## src/rtl/dcache.sv

```systemverilog
// Direct-mapped, write-through, one-word-per-line data cache between the LSU and a req/ack memory.
// Define DCACHE_WRALLOC_EN to make store misses install the line (write-allocate).
module dcache #(
  parameter int WIDTH_MEM = 4,
  parameter int WIDTH_IDX = 2
) (
  input  logic                 i_clk,
  input  logic                 i_rst_n,
  input  logic                 i_val,
  input  logic [WIDTH_MEM-1:0] i_addr,
  input  logic [31:0]          i_data,
  input  logic                 i_we,
  input  logic                 i_kill,
  output logic [31:0]          o_data,
  output logic                 o_nack,
  output logic                 mem_o_req,
  output logic                 mem_o_we,
  output logic [WIDTH_MEM-1:0] mem_o_addr,
  output logic [31:0]          mem_o_data,
  input  logic [31:0]          mem_i_data,
  input  logic                 mem_i_ack
);

  localparam int WIDTH_TAG = WIDTH_MEM - WIDTH_IDX;
  localparam int LINES     = 1 << WIDTH_IDX;

  typedef enum logic [1:0] {IDLE, REFILL, WRITE} state_t;

  state_t               state;
  logic [LINES-1:0]     valid;
  logic [WIDTH_TAG-1:0] tags  [LINES];
  logic [31:0]          lines [LINES];

  logic [WIDTH_IDX-1:0] req_idx;
  logic [WIDTH_TAG-1:0] req_tag;
  logic                 hit;
  logic                 accept;

  assign req_idx = i_addr[WIDTH_IDX-1:0];
  assign req_tag = i_addr[WIDTH_MEM-1:WIDTH_IDX];
  assign hit     = valid[req_idx] && (tags[req_idx] == req_tag);
  assign accept  = i_val && !i_kill;

  logic                 arr_we;
  logic [WIDTH_IDX-1:0] arr_idx;
  logic [WIDTH_TAG-1:0] arr_tag;
  logic [31:0]          arr_data;

  // Single array write port: IDLE stores update the line, a refill installs it from the
  // latched miss address on the ack cycle.
  always_comb begin
    arr_we   = 1'b0;
    arr_idx  = req_idx;
    arr_tag  = req_tag;
    arr_data = i_data;
    case (state)
      IDLE: begin
        if (accept && i_we) begin
`ifdef DCACHE_WRALLOC_EN
          arr_we = 1'b1;
`else
          arr_we = hit;
`endif
        end
      end
      REFILL: begin
        if (mem_i_ack) begin
          arr_we   = 1'b1;
          arr_idx  = mem_o_addr[WIDTH_IDX-1:0];
          arr_tag  = mem_o_addr[WIDTH_MEM-1:WIDTH_IDX];
          arr_data = mem_i_data;
        end
      end
      default: ;
    endcase
  end

  always_ff @(posedge i_clk) begin
    if (arr_we) begin
      lines[arr_idx] <= arr_data;
      tags[arr_idx]  <= arr_tag;
    end
  end

  always_ff @(posedge i_clk or negedge i_rst_n) begin
    if (!i_rst_n) begin
      valid <= '0;
    end else if (arr_we) begin
      valid[arr_idx] <= 1'b1;
    end
  end

  // Controller; the memory-side outputs double as the latched miss/store address and data.
  always_ff @(posedge i_clk or negedge i_rst_n) begin
    if (!i_rst_n) begin
      state      <= IDLE;
      o_data     <= '0;
      o_nack     <= 1'b0;
      mem_o_req  <= 1'b0;
      mem_o_we   <= 1'b0;
      mem_o_addr <= '0;
      mem_o_data <= '0;
    end else begin
      o_nack <= 1'b0;
      case (state)
        IDLE: begin
          if (accept) begin
            if (!i_we) begin
              if (hit) begin
                o_data <= lines[req_idx];
              end else begin
                o_nack     <= 1'b1;
                mem_o_req  <= 1'b1;
                mem_o_we   <= 1'b0;
                mem_o_addr <= i_addr;
                state      <= REFILL;
              end
            end else begin
              mem_o_req  <= 1'b1;
              mem_o_we   <= 1'b1;
              mem_o_addr <= i_addr;
              mem_o_data <= i_data;
              state      <= WRITE;
            end
          end
        end
        REFILL: begin
          o_nack <= accept;
          if (mem_i_ack) begin
            mem_o_req <= 1'b0;
            state     <= IDLE;
          end
        end
        WRITE: begin
          if (accept) begin
            if (!i_we && hit) begin
              o_data <= lines[req_idx];
            end else begin
              o_nack <= 1'b1;
            end
          end
          if (mem_i_ack) begin
            mem_o_req <= 1'b0;
            state     <= IDLE;
          end
        end
        default: state <= IDLE;
      endcase
    end
  end

endmodule

```

## config.mk

```make
export PLATFORM = sky130hd
export DESIGN_NAME = dcache
export DESIGN_NICKNAME = d
export VERILOG_FILES = /design/src/rtl/dcache.sv
export SDC_FILE = /design/constraint.sdc
export NUM_CORES = 1
export LEC_CHECK = 0
export CORE_ASPECT_RATIO = 1.75
export CORE_UTILIZATION = 45
export DETAILED_ROUTE_END_ITERATION = 10
export GPL_TIMING_DRIVEN = 0
export HOLD_SLACK_MARGIN = 0.03
export PLACE_DENSITY = 0.7
export SLEW_MARGIN = 40
export SYNTH_ARGS = -nofsm -noshare
export SYNTH_HDL_FRONTEND = slang
export SYNTH_SLANG_ARGS = --single-unit
```

## constraint.sdc

```tcl
create_clock -name i_clk -period 8.1 [get_ports i_clk]
set_input_delay 2.43 -clock i_clk [delete_from_list [all_inputs] [get_ports i_clk]]
set_output_delay 2.43 -clock i_clk [all_outputs]
set_load 0.01 [all_outputs]
```

## Word-level counts from Yosys, hierarchy flattened

Memories as Yosys holds them, arrays and structs flattened.
Cells that the tools add are included.

- Flip-flop bits (word level): 77
- Bits in writable memories: 136
- Memories: 2

- Order comparisons: 3
- Equality and inequality tests: 11
- Multiplexer cells: 41
- Bitwise logic cells: 1
- Reductions and logical operators: 16

Memory list:

| memory | words | width | read ports | clocked after Yosys merged registers in | wr ports | RTL line | RTL |
|---|---|---|---|---|---|---|---|
| lines | 4 | 32 | 1 | 0 | 1 | 32 | `logic [31:0] lines [LINES];` |
| tags | 4 | 2 | 1 | 0 | 1 | 31 | `logic [WIDTH_TAG-1:0] tags [LINES];` |

Operators by type and width:

| operator | count |
|---|---|
| two-way mux 32 bit | 7 |
| one-hot mux 32 bit (2 select lines) | 1 |
| two-way mux 1 bit | 17 |
| two-way mux 2 bit | 8 |
| inequality test 2 bit, second input constant | 6 |
| AND reduction 3 bit | 3 |
| two-way mux 4 bit | 2 |
| less-than comparator 2 x 3 -> 1 bit, second input constant | 2 |
| AND reduction 6 bit | 1 |
| logical AND 1 bit | 5 |
| OR 4 bit | 1 |
| one-hot mux 1 bit (2 select lines) | 2 |
| one-hot mux 2 bit (2 select lines) | 1 |
| AND reduction 4 bit | 1 |
| nonzero test 2 bit | 2 |
| inequality test 3 bit, second input constant | 1 |
| one-hot mux 1 bit (3 select lines) | 1 |
| binary-select mux 1 bit (select 2 bit) | 1 |
| demux 1 bit (select 2 bit) | 1 |
| equality test 2 x 1 -> 1 bit, second input constant | 1 |
| equality test 2 bit | 1 |
| equality test 2 bit, second input constant | 1 |
| >= comparator 2 x 1 -> 1 bit, second input constant | 1 |
| logical NOT 1 bit | 2 |
| other kinds (3) | 3 |

## Depth between registers and ports, before layout

- Depth after elaboration: 7
- Gate-level depth with buffers: 9
- Depth with buffers taken out: 7

## Worst setup path before layout

No wires, ideal clock.

- Kind: input -> register
- Start point: input port i_addr[1]
- End point: memory lines[3][0] (enable)
- Arrival time: 6.170 ns
- Path slack: 1.458 ns
- Cell stages on the path: 7
- Buffers on the path: 2
- Cells stage by stage: clkbuf_1 > mux2i_1 > xor2_1 > a32oi_1 > or2_2 > clkbuf_1 > o21ai_0

- Longest elaborated chain between the ends: 7

Ends and longest elaborated chain:

| item | RTL line | RTL |
|---|---|---|
| start, declared | 10 | `input logic [WIDTH_MEM-1:0] i_addr,` |
| memory read (4 x 2 bit) / binary-select mux 1 bit (select 2 bit) (equally long branches) | -- |  |
| equality test 2 bit / two-way mux 1 bit (equally long branches) | 41 | `assign hit = valid[req_idx] && (tags[req_idx] == req_tag);` |
| logical AND 1 bit | 41 |  |
| two-way mux 1 bit | 58 | `if (accept && i_we) begin` |
| one-hot mux 1 bit (2 select lines) | 56 | `case (state)` |
| two-way mux 1 bit | 79 | `if (arr_we) begin` |
| two-way mux 1 bit (implied by the code) | 80 | `lines[arr_idx] <= arr_data;` |
| end, declared | 32 |  |

Several ways; a longest one is shown, not always the timed one. The select of a mux whose other input is x is not followed.

## Worst setup path after layout

- Start point: input port mem_i_ack
- End point: memory lines[2][4] (enable)

- Longest elaborated chain between the ends: 4

Ends and longest elaborated chain:

| item | RTL line | RTL |
|---|---|---|
| start, declared | 21 | `input logic mem_i_ack` |
| two-way mux 1 bit | 67 | `if (mem_i_ack) begin` |
| one-hot mux 1 bit (2 select lines) | 56 |  |
| two-way mux 1 bit | 79 |  |
| two-way mux 1 bit (implied by the code) | 80 |  |

Several ways; a longest one is shown, not always the timed one.

==> flow_results.org <==
** CTS
- Gates resized during post-CTS repair numbered 0.
- Buffers inserted to repair hold after CTS numbered 0.
- The clock passes through at most 3 buffers.
- CTS tree :: done
- The number of setup buffers added after CTS is 0.
- The tree built by TritonCTS fans out to 213 sinks.
- After clock tree synthesis, the clock-pin slew on the worst setup and hold paths is 0.06 ns.
- In this run, CTS created clock tree buffers numbering 19.
- Root buffer cell :: sky130_fd_sc_hd__clkbuf_16
- CTS built an H-tree with a depth of 1.
- Worst-skew pair later-pin latency :: roughly 0.49 ns

** Pwr
- Registers are responsible for 47.1% of the overall power.
- The internal portion of the total power is roughly 2400 uW.
- Net Sw Power :: 890 uW
- The analysis attributes to cell leakage a power of 0.00412 uW.
- Across the VDD grid, the largest voltage drop is roughly 0.15 mV.
- Clock network fraction of design power :: 25.1%
- The share of total power dissipated in combinational logic is 27.8%.
- Sw frac :: 27.1%
- Ratio of total power to cell area :: 299 nW/um2

** Timing
- Across all hold checks on the routed design, the worst slack comes to 0.474 ns.
- Unrepaired setup endpoints after global routing :: no
- Final setup violation count :: 0
- Number of endpoints with negative hold slack in the final report :: 0
- Worst max-slew margin expressed relative to the limit :: 41.1%
- The routed design could run at a clock period as short as about 5.4 ns.
- For the final database, setup skew stands at 0.0151 ns.
- For the pin with the worst max-slew slack, the measured transition is 0.883 ns.
- Maximum operating frequency :: about 180 MHz
- Final-report max-slew violation count :: 0
- Share of the cycle needed by the critical path after routing :: 66.8%

** GRT
- GR Util met1 :: 23.5%
- Met3 Usage GRT :: around 2.5%
- After global routing, the most crowded layer is met2.
- Largest net degree at the start of global routing :: 42
- Vias in the first global route :: 5236
- Total congestion overflow :: 0
- Global routing consumed, over all layers together, 19.7% of the routing resources.
- The first global-routing pass estimated 28.8 mm of wire.
- Initial antenna violation count :: 0
- Global-route track usage on met2 :: approximately 36%

** Placed design
- Port-buffer cells :: 142
- Summing all placed instances gives a cell area of around 10000 um2.
- Summed over all nets, the half-perimeter wirelength after detailed placement is 12.9 mm.
- The congestion estimate from routability-driven global placement came to 0.725.

** Die
- I/O pin count :: 145
- From bottom edge to top edge, the die measures 184 um.
- From left edge to right edge, the die measures 106 um.
- Effective utilization at floorplan :: 45.8%
- The die covers 19400 um2.
- Cell row count :: 66
- The core region is 18500 um2.

** Synthesis
- Async set-reset flop share out of synthesis :: between 30% and 40%
- Per-instance average area after synthesis :: around 17 um2
- Yosys mapped the design onto 36 distinct sky130hd cell types.
- The mapped netlist covers between 8000 and 9000 um2.
- The most used flip-flop cell after synthesis is sky130_fd_sc_hd__edfxtp_1.
- Synth Instances :: 507
- Count of flip-flops with a built-in enable after synthesis :: 136
- Synth Net Count :: 586
- For this run, the number of Yosys warnings is 0.
- Synth Register Bits :: between 200 and 250
- Summing the sequential cell areas from Yosys gives between 70% and 80% of the chip area.

** Route
- Dividing the detail-routed wire length by the instance count gives 19.7 um.
- Post-DR vias/cell :: 5.25
- Initial DRC count :: 207
- The detail route stage leaves a number of antenna-violating nets equal to 0.
- The routed layout has a little under 5000 vias.
- DRC viols :: 0
- Wires add up to 18.3 mm.
- Number of iterations in the first detailed-routing pass :: 4

** Finish
- After routing the design area is 11000 um2.
- The post-route netlist has 21.9% of its cells at a drive strength greater than 1.
- Most frequent standard cell in the layout excluding fill and tap cells :: sky130_fd_sc_hd__clkdlybuf4s50_1
- The number of antenna diodes in the final layout is 0.
- From synthesis to final layout, the design area changed by 29.5%.
- Most frequent cells in the layout :: sky130_fd_sc_hd__clkdlybuf4s50_1, sky130_fd_sc_hd__edfxtp_1, sky130_fd_sc_hd__nand2_1
- Layout Nets :: 758

** Worst hold path
- The startpoint identified for the worst hold timing path is mem_o_data[30]$_DFFE_PN0P_.
- Worst min-delay path class :: reg -> reg

** Worst setup path
- WP data arrival :: 5.60 ns
- The signal on the critical path passes through clkdlybuf4s50_1 -> and2_1 -> clkbuf_1 -> clkbuf_1 -> nand2_1 -> o22ai_4 -> buf_8 -> buf_8.
- Startpoint of the worst-slack reg-to-reg timing path :: state[1]$_DFFE_PN0P_
- In this design, the stage delay of the slowest critical-path cell is 0.66 ns.
- Data on the critical path is required at its endpoint by 8.29 ns.
- The most critical setup path has its startpoint at mem_i_ack.
- Startpoint type of the worst setup path :: input port
- Nature of the critical path endpoint :: flip-flop
- Peak fanout along the critical path :: 14
- The slowest stage of the critical path is the sky130_fd_sc_hd__clkbuf_1 cell.
- The setup path with the least slack is of type in -> reg.

** Status
- The run finished with clean final reports.

** Job
- MaxCap Viol Count :: 0
==> cell families after synthesis <==
family	synth area share (%)
mux	18.7
xor+xnor	0.310
simple gates	6.48
fa+ha+maj	0.738
buf+inv	1.61
compound gates	1.33
flops	70.9
==> layer usage <==
layer / part of all wire [%] / routed length, um
met5: 0 / 0
met4: 2.2 / 402
met3: 4.3 / 780
met2: 55 / 10200
met1: 38 / 6980
==> final timing paths <==
kind / cells after the start / end / slack, ns
hold / removal: 2 / mem_o_data[30]$_DFFE_PN0P_ / 0.47
max in group asynchronous: 2 / mem_o_data[23]$_DFFE_PN0P_ / 5.68
min in group asynchronous: 1 / o_data[13]$_DFFE_PN0P_ / 1.86
setup reg to reg: 9 / lines[2][4]$_DFFE_PP_ / 4.47
setup / recovery: 8 / lines[2][4]$_DFFE_PP_ / 2.69
hold reg to reg: 2 / mem_o_data[30]$_DFFE_PN0P_ / 0.47
==> power groups by stage <==
stage	Sequential (uW)	Clock, uW	Combinational [uW]
final	1550	825	914
after global routing	1580	880	982
after floorplan	1630	0	308
after CTS	1550	846	929
after detailed placement	1570	0	924
after global placement	1560	0	880
==> worst max-delay path: cells and delay by family <==
family                 cells  cell delay (ns)
buffers and inverters      5             2.26
AOI/OAI and AO/OA          1             0.48
and+or+nand+nor            2             0.40
==> layout make-up <==
cell class / count / area (um2)
clock buffers: 27 / 526
clock inverters: 5 / 26.3
plain buffers: 26 / 125
flip-flops and latches: 213 / 6010
fillers: 1459 / 7520
repair buffers: 151 / 1600
well taps: 238 / 298
inverters: 4 / 15.0
multi-input cells: 264 / 2380
==> metrics by stage <==
step | setup TNS, ns | total power [uW] | instances | worst slack, ns | util [%]
2_1_floorplan | 0 | 1940 | 507 | 1.46 | -
3_3_place_gp | -109.56 | 2440 | 887 | -1.09 | 55.1
3_5_place_dp | 0 | 2490 | 896 | 2.19 | 56.4
4_1_cts | 0 | 3320 | 928 | 2.69 | 59.4
5_1_grt | 0 | 3440 | 928 | 2.56 | 59.4
6_report | 0 | 3290 | 928 | 2.69 | 59.4
==> state kept, by name (all words and copies together), names as in the netlist <==
register	flops
lines	128
mem_o_data	32
o_data	32
tags	8
mem_o_addr	4
valid	4
state	2
mem_o_req	1
mem_o_we	1
o_nack	1
==> cell usage after synthesis, types with 3 or more instances <==
master                     instances  area [um2]
sky130_fd_sc_hd__mux2_2           70         788
sky130_fd_sc_hd__o21ai_0           6        30.0
sky130_fd_sc_hd__ha_1              5        62.6
sky130_fd_sc_hd__dfrtp_1          77        1930
sky130_fd_sc_hd__buf_6             3        33.8
sky130_fd_sc_hd__nand2_1         102         383
sky130_fd_sc_hd__edfxtp_1        136        4080
sky130_fd_sc_hd__clkbuf_1         20        75.1
sky130_fd_sc_hd__nand2b_1          4        25.0
sky130_fd_sc_hd__a21oi_1           3        15.0
sky130_fd_sc_hd__mux2i_1           4        40.0
sky130_fd_sc_hd__inv_1             4        15.0
sky130_fd_sc_hd__mux4_2           33         743
sky130_fd_sc_hd__nor2_1            8        30.0
sky130_fd_sc_hd__xor2_1            3        26.3
No activity file was read; power rests on OpenSTA's default activity.
